<file path="config.mk">
export PLATFORM = sky130hd
export DESIGN_NAME = scan_scheduler_flat
export DESIGN_NICKNAME = d
export VERILOG_FILES = /design/src/rtl/scan_scheduler_if.sv /design/src/rtl/scan_scheduler.sv /design/src/flat_wrapper.sv
export SDC_FILE = /design/constraint.sdc
export NUM_CORES = 1
export LEC_CHECK = 0
export BUFFER_PORTS_ARGS = -buffer_cell sky130_fd_sc_hd__buf_4
export CAP_MARGIN = 10
export CORE_MARGIN = 3
export CORE_UTILIZATION = 45
export CTS_BUF_LIST = sky130_fd_sc_hd__clkbuf_8
export DETAILED_ROUTE_END_ITERATION = 10
export PLACE_DENSITY_LB_ADDON = 0.15
export SLEW_MARGIN = 20
export SYNTH_ARGS = -nofsm -noshare
export SYNTH_HDL_FRONTEND = slang
export SYNTH_SLANG_ARGS = --single-unit
</file>
<file path="constraint.sdc">
create_clock -name clk -period 10.5 [get_ports clk]
set_input_delay 1.05 -clock clk [delete_from_list [all_inputs] [get_ports clk]]
set_output_delay 1.05 -clock clk [all_outputs]
set_load 0.01 [all_outputs]
</file>
<file path="src/rtl/scan_scheduler_if.sv">
// Host/pulse-programmer signal bundle for the multi-scan scheduler.
// The slave modport is the scheduler's view; master is the host/programmer side.
interface scan_scheduler_if #(
    parameter int PH_ENTRIES = 4
);
    logic                      start;
    logic                      abort;
    logic [15:0]               num_scans;
    logic [31:0]               rep_delay;
    logic [5*PH_ENTRIES-1:0]   phase_table;
    logic [2:0]                phase_len;
    logic                      seq_done;
    logic                      seq_trig;
    logic [4:0]                tx_phase;
    logic [15:0]               scan_idx;
    logic                      busy;
    logic                      done;
    logic                      aborted;
    logic                      timeout_err;

    modport slave (
        input  start, abort, num_scans, rep_delay, phase_table, phase_len, seq_done,
        output seq_trig, tx_phase, scan_idx, busy, done, aborted, timeout_err
    );

    modport master (
        output start, abort, num_scans, rep_delay, phase_table, phase_len, seq_done,
        input  seq_trig, tx_phase, scan_idx, busy, done, aborted, timeout_err
    );
endinterface

</file>
<file path="src/rtl/scan_scheduler.sv">
// Multi-scan controller: fires the pulse programmer num_scans times with a repetition
// delay, cycles tx phase through a table and guards every shot with a watchdog.
module scan_scheduler #(
    parameter int PH_ENTRIES  = 4,
    parameter int WDOG_CYCLES = 2**24
) (
    input  logic              clk,
    input  logic              rst,
    scan_scheduler_if.slave   bus
);
    localparam int          PH_W     = 5 * PH_ENTRIES;
    localparam int          PTR_W    = (PH_ENTRIES > 1) ? $clog2(PH_ENTRIES) : 1;
    localparam logic [2:0]  PH_MAX   = 3'(PH_ENTRIES);
    localparam logic [31:0] WDOG_LIM = 32'(WDOG_CYCLES - 1);

    typedef enum logic [2:0] {
        ST_IDLE   = 3'd0,
        ST_FIRE   = 3'd1,
        ST_WAIT   = 3'd2,
        ST_DELAY  = 3'd3,
        ST_FINISH = 3'd4
    } state_t;

    function automatic logic [4:0] ph_sel(input logic [PH_W-1:0] tbl, input logic [PTR_W-1:0] idx);
        logic [4:0] r;
        r = 5'd0;
        for (int i = 0; i < PH_ENTRIES; i++) begin
            if (idx == PTR_W'(i)) begin
                r = tbl[i*5 +: 5];
            end
        end
        return r;
    endfunction

    state_t            state_r, state_next_s;
    logic [15:0]       nscan_r, scan_idx_r;
    logic [31:0]       rep_r, dly_r, wdog_r;
    logic [PH_W-1:0]   table_r;
    logic [PTR_W-1:0]  len_m1_r, len_m1_s, ptr_r, ptr_next_s;
    logic [4:0]        tx_phase_r;
    logic              seq_trig_r, busy_r, done_r, aborted_r, tout_r;
    logic              accept_s, zero_s, shot_s, last_s, tout_s, abort_s;

    assign last_s     = (scan_idx_r + 16'd1) == nscan_r;
    assign ptr_next_s = (ptr_r == len_m1_r) ? {PTR_W{1'b0}} : ptr_r + PTR_W'(1);

    // Clamp the requested phase-cycle length to 1..PH_ENTRIES, stored as length-1.
    always_comb begin
        len_m1_s = {PTR_W{1'b0}};
        if (bus.phase_len == 3'd0) begin
            len_m1_s = {PTR_W{1'b0}};
        end else if (bus.phase_len > PH_MAX) begin
            len_m1_s = PTR_W'(PH_ENTRIES - 1);
        end else begin
            len_m1_s = PTR_W'(bus.phase_len - 3'd1);
        end
    end

    // State register.
    always_ff @(posedge clk) begin
        if (rst) begin
            state_r <= ST_IDLE;
        end else begin
            state_r <= state_next_s;
        end
    end

    // Next-state decode and per-cycle control strobes; abort overrides everything.
    always_comb begin
        state_next_s = state_r;
        accept_s     = 1'b0;
        zero_s       = 1'b0;
        shot_s       = 1'b0;
        tout_s       = 1'b0;
        abort_s      = 1'b0;
        case (state_r)
            ST_IDLE: begin
                if (bus.start && (bus.num_scans == 16'd0)) begin
                    zero_s = 1'b1;
                end else if (bus.start) begin
                    accept_s     = 1'b1;
                    state_next_s = ST_FIRE;
                end else begin
                    state_next_s = ST_IDLE;
                end
            end
            ST_FIRE: state_next_s = ST_WAIT;
            ST_WAIT: begin
                if (bus.seq_done) begin
                    shot_s = 1'b1;
                    if (last_s) begin
                        state_next_s = ST_FINISH;
                    end else if (rep_r == 32'd0) begin
                        state_next_s = ST_FIRE;
                    end else begin
                        state_next_s = ST_DELAY;
                    end
                end else if (wdog_r == WDOG_LIM) begin
                    tout_s       = 1'b1;
                    state_next_s = ST_IDLE;
                end else begin
                    state_next_s = ST_WAIT;
                end
            end
            ST_DELAY: begin
                if (dly_r == 32'd0) begin
                    state_next_s = ST_FIRE;
                end else begin
                    state_next_s = ST_DELAY;
                end
            end
            ST_FINISH: state_next_s = ST_IDLE;
            default:   state_next_s = ST_IDLE;
        endcase
        if (bus.abort && (state_r != ST_IDLE)) begin
            abort_s      = 1'b1;
            shot_s       = 1'b0;
            tout_s       = 1'b0;
            state_next_s = ST_IDLE;
        end else begin
            abort_s      = 1'b0;
        end
    end

    // Datapath: latched config, counters, phase pointer and registered outputs.
    always_ff @(posedge clk) begin
        if (rst) begin
            nscan_r    <= 16'd0;
            scan_idx_r <= 16'd0;
            rep_r      <= 32'd0;
            dly_r      <= 32'd0;
            wdog_r     <= 32'd0;
            table_r    <= {PH_W{1'b0}};
            len_m1_r   <= {PTR_W{1'b0}};
            ptr_r      <= {PTR_W{1'b0}};
            tx_phase_r <= 5'd0;
            seq_trig_r <= 1'b0;
            busy_r     <= 1'b0;
            done_r     <= 1'b0;
            aborted_r  <= 1'b0;
            tout_r     <= 1'b0;
        end else begin
            seq_trig_r <= (state_next_s == ST_FIRE);
            busy_r     <= (state_next_s != ST_IDLE);
            done_r     <= (state_next_s == ST_FINISH) || zero_s;
            aborted_r  <= abort_s;
            if (accept_s || zero_s) begin
                tout_r <= 1'b0;
            end else if (tout_s) begin
                tout_r <= 1'b1;
            end
            if (accept_s) begin
                nscan_r    <= bus.num_scans;
                rep_r      <= bus.rep_delay;
                table_r    <= bus.phase_table;
                len_m1_r   <= len_m1_s;
                ptr_r      <= {PTR_W{1'b0}};
                scan_idx_r <= 16'd0;
                tx_phase_r <= bus.phase_table[4:0];
            end
            if (state_r == ST_FIRE) begin
                wdog_r <= 32'd0;
            end else if (state_r == ST_WAIT) begin
                wdog_r <= wdog_r + 32'd1;
            end
            if (shot_s) begin
                scan_idx_r <= scan_idx_r + 16'd1;
                if (!last_s) begin
                    ptr_r      <= ptr_next_s;
                    tx_phase_r <= ph_sel(table_r, ptr_next_s);
                    if (rep_r != 32'd0) begin
                        dly_r <= rep_r - 32'd1;
                    end
                end
            end else if ((state_r == ST_DELAY) && (dly_r != 32'd0)) begin
                dly_r <= dly_r - 32'd1;
            end
        end
    end

    assign bus.seq_trig    = seq_trig_r;
    assign bus.tx_phase    = tx_phase_r;
    assign bus.scan_idx    = scan_idx_r;
    assign bus.busy        = busy_r;
    assign bus.done        = done_r;
    assign bus.aborted     = aborted_r;
    assign bus.timeout_err = tout_r;
endmodule
</file>
<file path="src/flat_wrapper.sv">
// flat-port wrapper written by rule: the top's interface ports become plain ports
module scan_scheduler_flat 
#(
    parameter int PH_ENTRIES  = 4,
    parameter int WDOG_CYCLES = 2**24
)
  (clk, rst, bus_start, bus_abort, bus_num_scans, bus_rep_delay, bus_phase_table, bus_phase_len, bus_seq_done, bus_seq_trig, bus_tx_phase, bus_scan_idx, bus_busy, bus_done, bus_aborted, bus_timeout_err);
  scan_scheduler_if #(.PH_ENTRIES(PH_ENTRIES)) bus_i ();
  input  logic clk;
  input  logic rst;
  input wire logic [$bits(bus_i.start)-1:0] bus_start;
  input wire logic [$bits(bus_i.abort)-1:0] bus_abort;
  input wire logic [$bits(bus_i.num_scans)-1:0] bus_num_scans;
  input wire logic [$bits(bus_i.rep_delay)-1:0] bus_rep_delay;
  input wire logic [$bits(bus_i.phase_table)-1:0] bus_phase_table;
  input wire logic [$bits(bus_i.phase_len)-1:0] bus_phase_len;
  input wire logic [$bits(bus_i.seq_done)-1:0] bus_seq_done;
  output wire logic [$bits(bus_i.seq_trig)-1:0] bus_seq_trig;
  output wire logic [$bits(bus_i.tx_phase)-1:0] bus_tx_phase;
  output wire logic [$bits(bus_i.scan_idx)-1:0] bus_scan_idx;
  output wire logic [$bits(bus_i.busy)-1:0] bus_busy;
  output wire logic [$bits(bus_i.done)-1:0] bus_done;
  output wire logic [$bits(bus_i.aborted)-1:0] bus_aborted;
  output wire logic [$bits(bus_i.timeout_err)-1:0] bus_timeout_err;
  assign bus_i.start = bus_start;
  assign bus_i.abort = bus_abort;
  assign bus_i.num_scans = bus_num_scans;
  assign bus_i.rep_delay = bus_rep_delay;
  assign bus_i.phase_table = bus_phase_table;
  assign bus_i.phase_len = bus_phase_len;
  assign bus_i.seq_done = bus_seq_done;
  assign bus_seq_trig = bus_i.seq_trig;
  assign bus_tx_phase = bus_i.tx_phase;
  assign bus_scan_idx = bus_i.scan_idx;
  assign bus_busy = bus_i.busy;
  assign bus_done = bus_i.done;
  assign bus_aborted = bus_i.aborted;
  assign bus_timeout_err = bus_i.timeout_err;
  scan_scheduler #(.PH_ENTRIES(PH_ENTRIES), .WDOG_CYCLES(WDOG_CYCLES)) u_core (.clk(clk), .rst(rst), .bus(bus_i));
endmodule
</file>
==> results.ini, run 1 <==
[min_path]
hold_end=u_core.table_r[15]
hold_start=u_core.table_r[15]
hold_path.class=flip-flop to flip-flop
hold-path-cell-count=2

[floorplanning]
start_util_pct=46.4
die_x_um=149
top_level_ports=102
die-area_mm2=0.0221
rows=51
die_h_um=149
design.core.area_mm2=0.0197

[synth]
synth_area_leaders=dfxtp_1 36%, nand2_1 9.1%, a21oi_1 7.3%
synth_top_family_by_area=simple AND/OR/NAND/NOR gates
synth-seq-area-share_pct=36.1
synth_fp_nets=1304
muxShareOfSynthArea_pct=1.12
synth_area_mm2=0.00914
synth_edf_count=0
synth-compound-area-share_pct=20.1
synthSimpleGateAreaFrac_pct=30.5
synth_top_area_share_pct=36.1
syn-instance-count=1224
ys_ff_latch=165
avgSynthCellArea_um2=7.47
synth_top_area_cell=dfxtp_1
synth_flop_cell=dfxtp_1
synth_cell_types=83
async_flop_share_pct=0
synth_xor_area_share_pct=6.71
yosysWarnings=0
synth_fa_ha_area_share_pct=0.657

[cts]
cts_tree=yes
cts_resized=0
cts_root_buf=clkbuf_8
htreeDepth=4
cts_buffers=17
ctsHoldBuffers=0
clk_path_buf_depth=2
cts_setup_buffers=0
clkTransAtPathRegs_ns=0.09
clock_latency_ns=0.47
clkSinkCount=165

[global_routing]
grt_pass1_vias=8122
gr-total-overflow=0
grt_max_degree=81
grt_use_total_pct=22.0
grt_antenna_before_repair=0
grt_pass1_wl_mm=40.4

[critical_path]
r2r_cells=10
critical_path.top_delay_family=simple AND/OR/NAND/NOR gates
timing.critical_path.buf_inv=1
reg2reg_to=u_core.dly_r[30]
r2r_slack_ns=6.49
cpPeakStageDelay_ns=0.87
r2r_start=u_core.bus.scan_idx[0]
end_kind=flip-flop
worstPathArrival_ns=4.39
crit_fanout=21
cp_slowest_cell=nor2_2
cp_cell_sequence=ha_1 -> nand3_1 -> o311ai_0 -> a21boi_0 -> nand4bb_1 -> nor4b_2 -> buf_4 -> nor2_2 -> mux2_2 -> o22ai_1
crit_type=flip-flop to flip-flop
start_kind=flip-flop
worstPathRequired_ns=10.88

[place]
place.gp.congestion=0.852
dp_hpwl_mm=16.5
port_buffers=101

[final_layout]
area_delta_synth_final_pct=13.5
diodes=0
final_nets=1351
drive_gt1_share_pct=13.6

[sta]
drv_slew=0
setup_violations=0
rsz0062_at_grt=false
maxSlewHeadroom_pct=24.6
clock.fmax_mhz=249
tns_ns=0
hold_viol=0
worst_slew_pin_slew_ns=1.13
fin_worst_skew_ns=0.0202
period_share_pct=38.2
whs_ns=0.458
finalCriticalPeriod_ns=4.01

[route]
drt-vias-per-instance=5.70
drc=0
vias=8827
first_pass_iters=5
drt_iter0_markers=659
wl_per_cell_um=15.8
ant_nets=0
drt_wl_total_mm=24.4

[run_status]
status=finished clean

[power_and_ir_drop]
leakage_nw=3.95
pwr_density_cell_mw_per_mm2=141
max-vdd-ir-drop_uv=76.4

[run]
max_cap_viol_count=0

## per-stage QoR
| step | cells | setup WS, ns | instance area, um^2 | power, mW | util (%) |
|---|---|---|---|---|---|
| 6_report | 1548 | 6.49 | 10400 | 1.46 | 52.6 |
| 5_1_grt | 1548 | 6.20 | 10400 | 1.54 | 52.6 |
| 4_1_cts | 1548 | 6.52 | 10400 | 1.48 | 52.6 |
| 3_5_place_dp | 1517 | 6.21 | 9980 | 1.00 | 50.6 |
| 3_3_place_gp | 1517 | 6.35 | 9970 | 1.00 | 50.6 |
| 2_1_floorplan | 1224 | 6.10 | 9140 | 0.912 | - |
## worst register-to-register path, delay by kind of cell (launching register included)
family                     cells  cell delay [ns]
adders and majority gates      1             0.33
buffers and inverters          1             0.23
and+or+nand+nor                4             1.56
DFF                            1             0.46
muxes                          1             0.44
AOI/OAI and AO/OA              3             0.92
## sequential cells by signal (all words and copies together), names as in the netlist, 2 cells and up
| name | cells |
|---|---|
| u_core.dly_r | 32 |
| u_core.rep_r | 32 |
| u_core.wdog_r | 32 |
| u_core.table_r | 20 |
| u_core.bus.scan_idx | 16 |
| u_core.nscan_r | 16 |
| u_core.bus.tx_phase | 5 |
| u_core.state_r | 3 |
| u_core.len_m1_r | 2 |
| u_core.ptr_r | 2 |
## synth_stat cells, drive strengths merged (7+ instances only)
cell type / count
a311oi: 10
or4: 7
nand2b: 15
inv: 23
a211oi: 13
xnor2: 30
nand3: 53
nand2: 224
o211ai: 11
nor4: 39
nor2b: 9
or3: 18
a31oi: 7
o41ai: 7
and3: 8
clkbuf: 58
xor2: 40
a22oi: 8
dfxtp: 165
nor3: 30
mux2i: 8
buf: 23
nor2: 130
nand4: 15
o21ai: 48
a21oi: 134
## logic make-up (layout without fill, tap and decap cells)
logic type,Yosys count,in the layout
muxes,10,10
and+or+nand+nor,576,576
adders and majority gates,5,5
DFF,165,165
buffers and inverters,104,163
xor gates and xnor gates,70,70
AOI/OAI and AO/OA,294,294
## area by class of cell
type	instances	area, um^2
Fill cell	1947	9340
Multi-Input combinational cell	955	5440
Sequential cell	165	3300
Timing Repair Buffer	109	818
Tap cell	265	332
Clock buffer	18	248
Clock inverter	13	148
Inverter	23	86.3
## metal layers
metal	GRT usage [%]	vias to the layer above	share of wire (%)	routed length, um
met5	0	-	0	0
met4	5.68	0	1.3	321
met3	3.29	27	4.2	1020
met2	36.4	229	47	11500
met1	30.2	4138	47	11600
li1	-	4433	-	-
## worst max path at each step
stage	start	to	slack, ns	depth (start not counted)
3_5_place_dp	bus_abort	u_core.dly_r[12]	6.21	10
5_1_grt	u_core.bus.scan_idx[0]	u_core.dly_r[7]	6.20	10
6_report	u_core.bus.scan_idx[0]	u_core.dly_r[30]	6.49	10
4_1_cts	u_core.bus.scan_idx[0]	u_core.dly_r[30]	6.52	10
3_3_place_gp	bus_seq_done	u_core.dly_r[12]	6.35	10
2_1_floorplan	bus_seq_done	u_core.dly_r[12]	6.10	14
## placed cells by master, fill, tap and decap left out, types with 8 or more instances in the layout
cell type	count
a21oi_1	134
o211ai_1	11
xnor2_1	30
a311oi_1	9
nor2b_1	8
a22oi_1	8
mux2i_1	8
nand2b_1	15
and3_1	8
or3_1	18
buf_4	109
nor4_1	35
o21ai_0	46
nor2_1	128
dfxtp_1	165
xor2_1	40
nand3_1	51
nor3_1	30
nand2_1	220
nand4_1	12
inv_1	24
a211oi_1	12
clkbuf_8	18
## power breakdown
part,switching [mW],internal (mW)
Combinational,0.188,0.121
Sequential,0.0309,0.653
Clock,0.251,0.221
Total,0.470,0.994
Note: power is estimated with default switching activity, not from simulation.
==> run 2: changes to the inputs <==
Settings changed: ABC_AREA set to 1.
Clock period 10.5 ns to 3.6 ns, I/O delays scaled along.
==> run 2 against run 1 <==
  * Total power grew to 3.4 times the previous value
  * Synthesized cell count grew 8.4%
  * Critical path depth grew 7
  * Area after synthesis shrank 5.2%
  * Worst hold slack lost 0.32 ns
  * Non-clock buffer count grew 1
  * Clock skew shrank 0.0033 ns
  * Sequential power grew to 3.1 times the previous value
  * Worst setup slack lost 5.7 ns
  * Maximum frequency grew 42%
  * Routed wire length shrank 7.6%
==> results.ini, run 2 <==
[run_status]
status=finished clean

[final_layout]
area_delta_synth_final_pct=15.6
final_util_pct=53.2  ; +0.56 points
final_common_cell=nand2_1
final_nets=1489  ; +10%
final_cell_mix=288 x nand2_1, 257 x nor2_1, 165 x dfxtp_1
fin_cells=1682  ; +8.7%
diodes=0  ; unchanged
drive_gt1_share_pct=12.7  ; -0.90 points
fill_cells=1911  ; -1.8%
final_cell_area_mm2=0.0100  ; -3.5%
largestRegisters=u_core.dly_r: 32 flops, u_core.rep_r: 32 flops, u_core.wdog_r: 32 flops

[sta]
whs_ns=0.138  ; -0.320 ns
setup_violations=0  ; unchanged
finalCriticalPeriod_ns=2.83  ; -1.18 ns
tns_ns=0  ; unchanged
period_share_pct=78.6  ; +40 points
rsz0062_at_grt=false
hold_viol=0  ; unchanged
drv_slew=0  ; unchanged
clock.fmax_mhz=353  ; +42%
maxSlewHeadroom_pct=39.3  ; +15 points
setup_ws_ns=0.769  ; -5.72 ns
worst_slew_pin_slew_ns=0.910  ; -0.220 ns
fin_worst_skew_ns=0.0169  ; -0.00332 ns

[place]
pre_cts_ws_ns=0.764  ; -5.45 ns
place_inst=1650  ; +8.8%
dpl_cell_area_mm2=0.00959  ; -3.8%
place.gp.congestion=0.905  ; +6.2%
dp_hpwl_mm=16.4  ; -0.27%
port_buffers=101  ; unchanged

[floorplanning]
design.core.area_mm2=0.0188  ; -4.5%
die-area_mm2=0.0210  ; -5.0%
top_level_ports=102  ; unchanged
die_x_um=145  ; -2.5%
rows=50  ; -2.0%
die_h_um=145  ; -2.5%
start_util_pct=46.0  ; -0.35 points

[critical_path]
worstPathArrival_ns=3.20  ; -1.19 ns
crit_fanout=29  ; +38%
worstPathRequired_ns=3.97  ; -6.91 ns
crit_type=flip-flop to flip-flop
start_kind=flip-flop
cpPeakStageDelay_ns=0.45  ; -0.42 ns
r2r_slack_ns=0.77  ; -5.72 ns
end_kind=flip-flop
cp_cell_sequence=ha_1 -> nand3_1 -> nor2_1 -> nand2_1 -> nand2_1 -> nand2_1 -> nand2_1 -> nor2_1 -> nand2_1 -> nor2_1 -> nand3_2 -> nand3_1 -> nand2_1 -> buf_4 -> o21ai_0 -> nand2_1 -> nor2_1
path_common_cell=nand2_1
cp_slowest_cell=dfxtp_1

[power_and_ir_drop]
finalPower_mw=5.05  ; +240%
pwr_density_cell_mw_per_mm2=504  ; +260%
max-vdd-ir-drop_uv=265  ; +250%
leakage_nw=4.50  ; +14%

[cts]
clkTransAtPathRegs_ns=0.10  ; about the same
cts_buffers=17  ; unchanged
clkSinkCount=165  ; unchanged
cts_resized=0  ; unchanged
cts_root_buf=clkbuf_8
htreeDepth=4  ; unchanged
ctsHoldBuffers=0  ; unchanged
clock_latency_ns=0.46  ; about the same
clk_path_buf_depth=2  ; unchanged
cts_tree=yes
cts_setup_buffers=0  ; unchanged

[min_path]
hold_path.class=input pin to flip-flop

[synth]
ys_ff_latch=165  ; unchanged
synth_flop_cell=dfxtp_1
synth_common_cells=289 x nand2_1, 257 x nor2_1, 165 x dfxtp_1, 126 x inv_1, 101 x o21ai_0
synth_fp_nets=1407  ; +7.9%
synth-seq-area-share_pct=38.1  ; +2.0 points
avgSynthCellArea_um2=6.53  ; -13%
synth_top_area_share_pct=38.1  ; +2.0 points
syn-instance-count=1327  ; +8.4%
synth_most_common_cell=nand2_1
synth_area_leaders=dfxtp_1 38%, nand2_1 13%, nor2_1 11%
synth_edf_count=0  ; unchanged
async_flop_share_pct=0  ; unchanged
synth_top_area_cell=dfxtp_1
synth_area_mm2=0.00866  ; -5.2%
yosysWarnings=0  ; unchanged
synth_cell_types=42  ; -49%

[route]
vias=8436  ; -4.4%
drt_iter0_markers=496  ; -25%
drt_wl_total_mm=22.6  ; -7.6%
wl_per_cell_um=13.4  ; -15%
drt-vias-per-instance=5.02  ; -12%
drc=0  ; unchanged
ant_nets=0  ; unchanged
first_pass_iters=6  ; +1

[global_routing]
gr-total-overflow=0  ; unchanged
grt_max_degree=108  ; +33%
grt_antenna_before_repair=0  ; unchanged
grt_pass1_wl_mm=36.8  ; -9.0%
grt_use_total_pct=21.7  ; -0.34 points
grt_pass1_vias=7550  ; -7.0%

[run]
max_cap_viol_count=0  ; unchanged

==> run 2: path summary, 6_finish.rpt <==
kind                                              from           endpoint  depth (start not counted)
worst max-delay path            u_core.bus.scan_idx[0]   u_core.dly_r[11]                         17
worst min-delay path                 bus_rep_delay[17]   u_core.rep_r[17]                          3
worst max register to register  u_core.bus.scan_idx[0]   u_core.dly_r[11]                         17
worst min register to register       u_core.table_r[0]  u_core.table_r[0]                          2
==> run 2: logic make-up (layout without fill, tap and decap cells) <==
family	after synthesis	after routing	share of synthesized area [%]
multiplexers	2	2	0.231
XOR/XNOR	36	36	3.64
buffers and inverters	181	276	8.51
flip-flops	165	165	38.1
AO/OA/AOI/OAI	218	218	13.0
adder cells (fa/ha/maj)	4	4	0.578
AND/OR/NAND/NOR	721	721	35.9
==> run 2: routing by layer <==
layer | track usage (%) | wire length (um) | vias up
li1 | - | - | 4441
met1 | 31.3 | 11300 | 3815
met2 | 33.6 | 10100 | 159
met3 | 3.98 | 980 | 21
met4 | 5.30 | 247 | 0
met5 | 0 | 0 | -
==> run 2: layout make-up <==
class | instances | area, um^2 | share of cell area, %
Multi-Input combinational cell | 981 | 4630 | 46.3
Sequential cell | 165 | 3300 | 33.0
Timing Repair Buffer | 110 | 826 | 8.25
Inverter | 134 | 508 | 5.07
Tap cell | 260 | 325 | 3.25
Clock buffer | 18 | 248 | 2.47
Clock inverter | 14 | 171 | 1.71
==> run 2: report_power, final <==
part / internal, mW / total (mW) / switching [mW]
Combinational: 0.572 / 1.54 / 0.965
Sequential: 1.98 / 2.09 / 0.110
Clock: 0.657 / 1.42 / 0.765
Total: 3.21 / 5.05 / 1.84
==> run 2: worst max-delay path, delay by kind of cell (launching register included) <==
kind / cells / cell delay (ns)
flops: 1 / 0.45
buf+inv: 1 / 0.39
simple gates: 14 / 1.48
fa+ha+maj: 1 / 0.24
compound gates: 1 / 0.15
==> run 3: changes to the inputs <==
Clock period 3.6 ns to 2.8 ns, I/O delays scaled along.
==> run 3 against run 2 <==
  * Worst setup slack worse by 0.47 ns
  * Sequential power rose by 29%
  * Design area increased by 1.2%
  * Sequential cell count unchanged
  * Register-to-register slack got worse by 0.47 ns
  * Critical path depth down 5
==> results.ini, run 3 (synthesized netlist as in run 2, its figures left out) <==
[run_status]
status=finished clean

[power_and_ir_drop]
max-vdd-ir-drop_uv=354  ; +33%
leakage_nw=4.56  ; +1.4%
pwr_density_cell_mw_per_mm2=648  ; +28%

[sta]
maxSlewHeadroom_pct=62.4  ; +23 points
setup_violations=0  ; unchanged
hold_viol=0  ; unchanged
period_share_pct=89.4  ; +11 points
tns_ns=0  ; unchanged
drv_slew=0  ; unchanged
finalCriticalPeriod_ns=2.50  ; -0.326 ns
whs_ns=0.0642  ; -0.0741 ns
rsz0062_at_grt=false
clock.fmax_mhz=399  ; +13%
worst_slew_pin_slew_ns=0.559  ; -0.351 ns
fin_worst_skew_ns=0.0166  ; -0.000307 ns

[cts]
htreeDepth=4  ; unchanged
clock_latency_ns=0.47  ; about the same
clk_path_buf_depth=2  ; unchanged
ctsHoldBuffers=0  ; unchanged
cts_root_buf=clkbuf_8
cts_buffers=17  ; unchanged
clkTransAtPathRegs_ns=0.09  ; about the same
clkSinkCount=165  ; unchanged
cts_tree=yes

[critical_path]
worstPathArrival_ns=2.85  ; -0.35 ns
cp_slowest_cell=o21ai_1
crit_type=flip-flop to flip-flop
timing.critical_path.buf_inv=0  ; -1
end_kind=flip-flop
path_common_cell=nor2_1
critical_path.top_delay_family=simple AND/OR/NAND/NOR gates
r2r_slack_ns=0.30  ; -0.47 ns
start_kind=flip-flop
worstPathRequired_ns=3.15  ; -0.82 ns
crit_fanout=35  ; +21%
cpPeakStageDelay_ns=0.36  ; -0.09 ns
cp_cell_sequence=nand3b_4 -> nor2_4 -> nand2_4 -> o21ai_1 -> nand2_1 -> nor2_1 -> nand2_1 -> nor2_2 -> nand3_1 -> xor2_1 -> nor2_1 -> nor2_1

[route]
wl_per_cell_um=13.4  ; -0.56%
first_pass_iters=5  ; -1
vias=8515  ; +0.94%
drc=0  ; unchanged
drt-vias-per-instance=5.04  ; +0.40%
ant_nets=0  ; unchanged
drt_iter0_markers=459  ; -7.5%
drt_wl_total_mm=22.6  ; about the same

[place]
place_inst=1659  ; +0.55%
dp_hpwl_mm=16.8  ; +2.4%
port_buffers=101  ; unchanged
place.gp.congestion=0.915  ; +1.0%

[final_layout]
diodes=0  ; unchanged
final_common_cell=nand2_1
largestRegisters=u_core.dly_r: 32 flops, u_core.rep_r: 32 flops, u_core.wdog_r: 32 flops
final_nets=1498  ; +0.60%
final_cell_mix=288 x nand2_1, 257 x nor2_1, 165 x dfxtp_1
area_delta_synth_final_pct=16.9
fin_cells=1691  ; +0.54%
drive_gt1_share_pct=13.1  ; +0.41 points

[global_routing]
gr-total-overflow=0  ; unchanged
grt_use_total_pct=21.9  ; +0.23 points
grt_max_degree=59  ; -45%
grt_pass1_wl_mm=37.3  ; +1.4%
grt_pass1_vias=7826  ; +3.7%
grt_antenna_before_repair=0  ; unchanged

[floorplanning]
die_x_um=145  ; unchanged
rows=50  ; unchanged
die_h_um=145  ; unchanged
start_util_pct=46.0  ; unchanged
top_level_ports=102  ; unchanged
design.core.area_mm2=0.0188  ; unchanged
die-area_mm2=0.0210  ; unchanged

[min_path]
hold_path.class=input pin to flip-flop

[run]
max_cap_viol_count=0  ; unchanged

-- run 3: per-stage QoR --
step	total power, mW	cell area, um^2	worst slack (ns)	util, %
2_1_floorplan	4.20	8660	0.546	-
3_3_place_gp	4.74	9690	0.141	51.4
3_5_place_dp	4.73	9690	0.127	51.4
4_1_cts	6.61	10100	0.106	53.7
5_1_grt	7.00	10100	0.0145	53.8
6_report	6.56	10100	0.295	53.8
-- run 3: tightest hold or removal path, delay by kind of cell --
| kind | cells | cell delay (ns) |
|---|---|---|
| AOI/OAI and AO/OA | 1 | 0.07 |
| buffers and inverters | 1 | 0.07 |
| and+or+nand+nor | 1 | 0.08 |
-- run 3: routing by layer --
metal / part of all wire [%] / GRT usage, %
met1: 51 / 31.0
met3: 4.7 / 4.30
met2: 43 / 34.3
met4: 1.4 / 5.65
met5: 0 / 0
-- run 3: repair_timing --
| action | 4_1_cts | 5_1_grt |
|---|---|---|
| setup buffers | 0 | 0 |
| gates resized for setup | 0 | 4 |
| setup endpoints to repair | 0 | 28 |
-- run 3: power breakdown --
| part | leakage (nW) | internal [mW] | switching [mW] | total, mW |
|---|---|---|---|---|
| clock | 0.211 | 0.988 | 0.891 | 1.88 |
| combinational | 3.00 | 0.750 | 1.24 | 1.99 |
| sequential | 1.35 | 2.55 | 0.141 | 2.69 |
| total | 4.56 | 4.29 | 2.28 | 6.56 |
-- run 3: path summary, 6_finish.rpt --
check | startpoint | cells after the start | to
max reg2reg | u_core.state_r[2] | 12 | u_core.dly_r[21]
max | u_core.state_r[2] | 12 | u_core.dly_r[21]
min reg2reg | u_core.wdog_r[20] | 2 | u_core.wdog_r[20]
min | bus_phase_table[13] | 3 | u_core.table_r[13]
-- run 3: layout make-up --
| cell class | count | area (um^2) |
|---|---|---|
| Inverter | 134 | 510 |
| Clock inverter | 14 | 186 |
| Timing Repair Buffer | 119 | 922 |
| Fill cell | 1868 | 8700 |
| Clock buffer | 18 | 248 |
| Multi-Input combinational cell | 981 | 4640 |
| Tap cell | 260 | 325 |
| Sequential cell | 165 | 3300 |
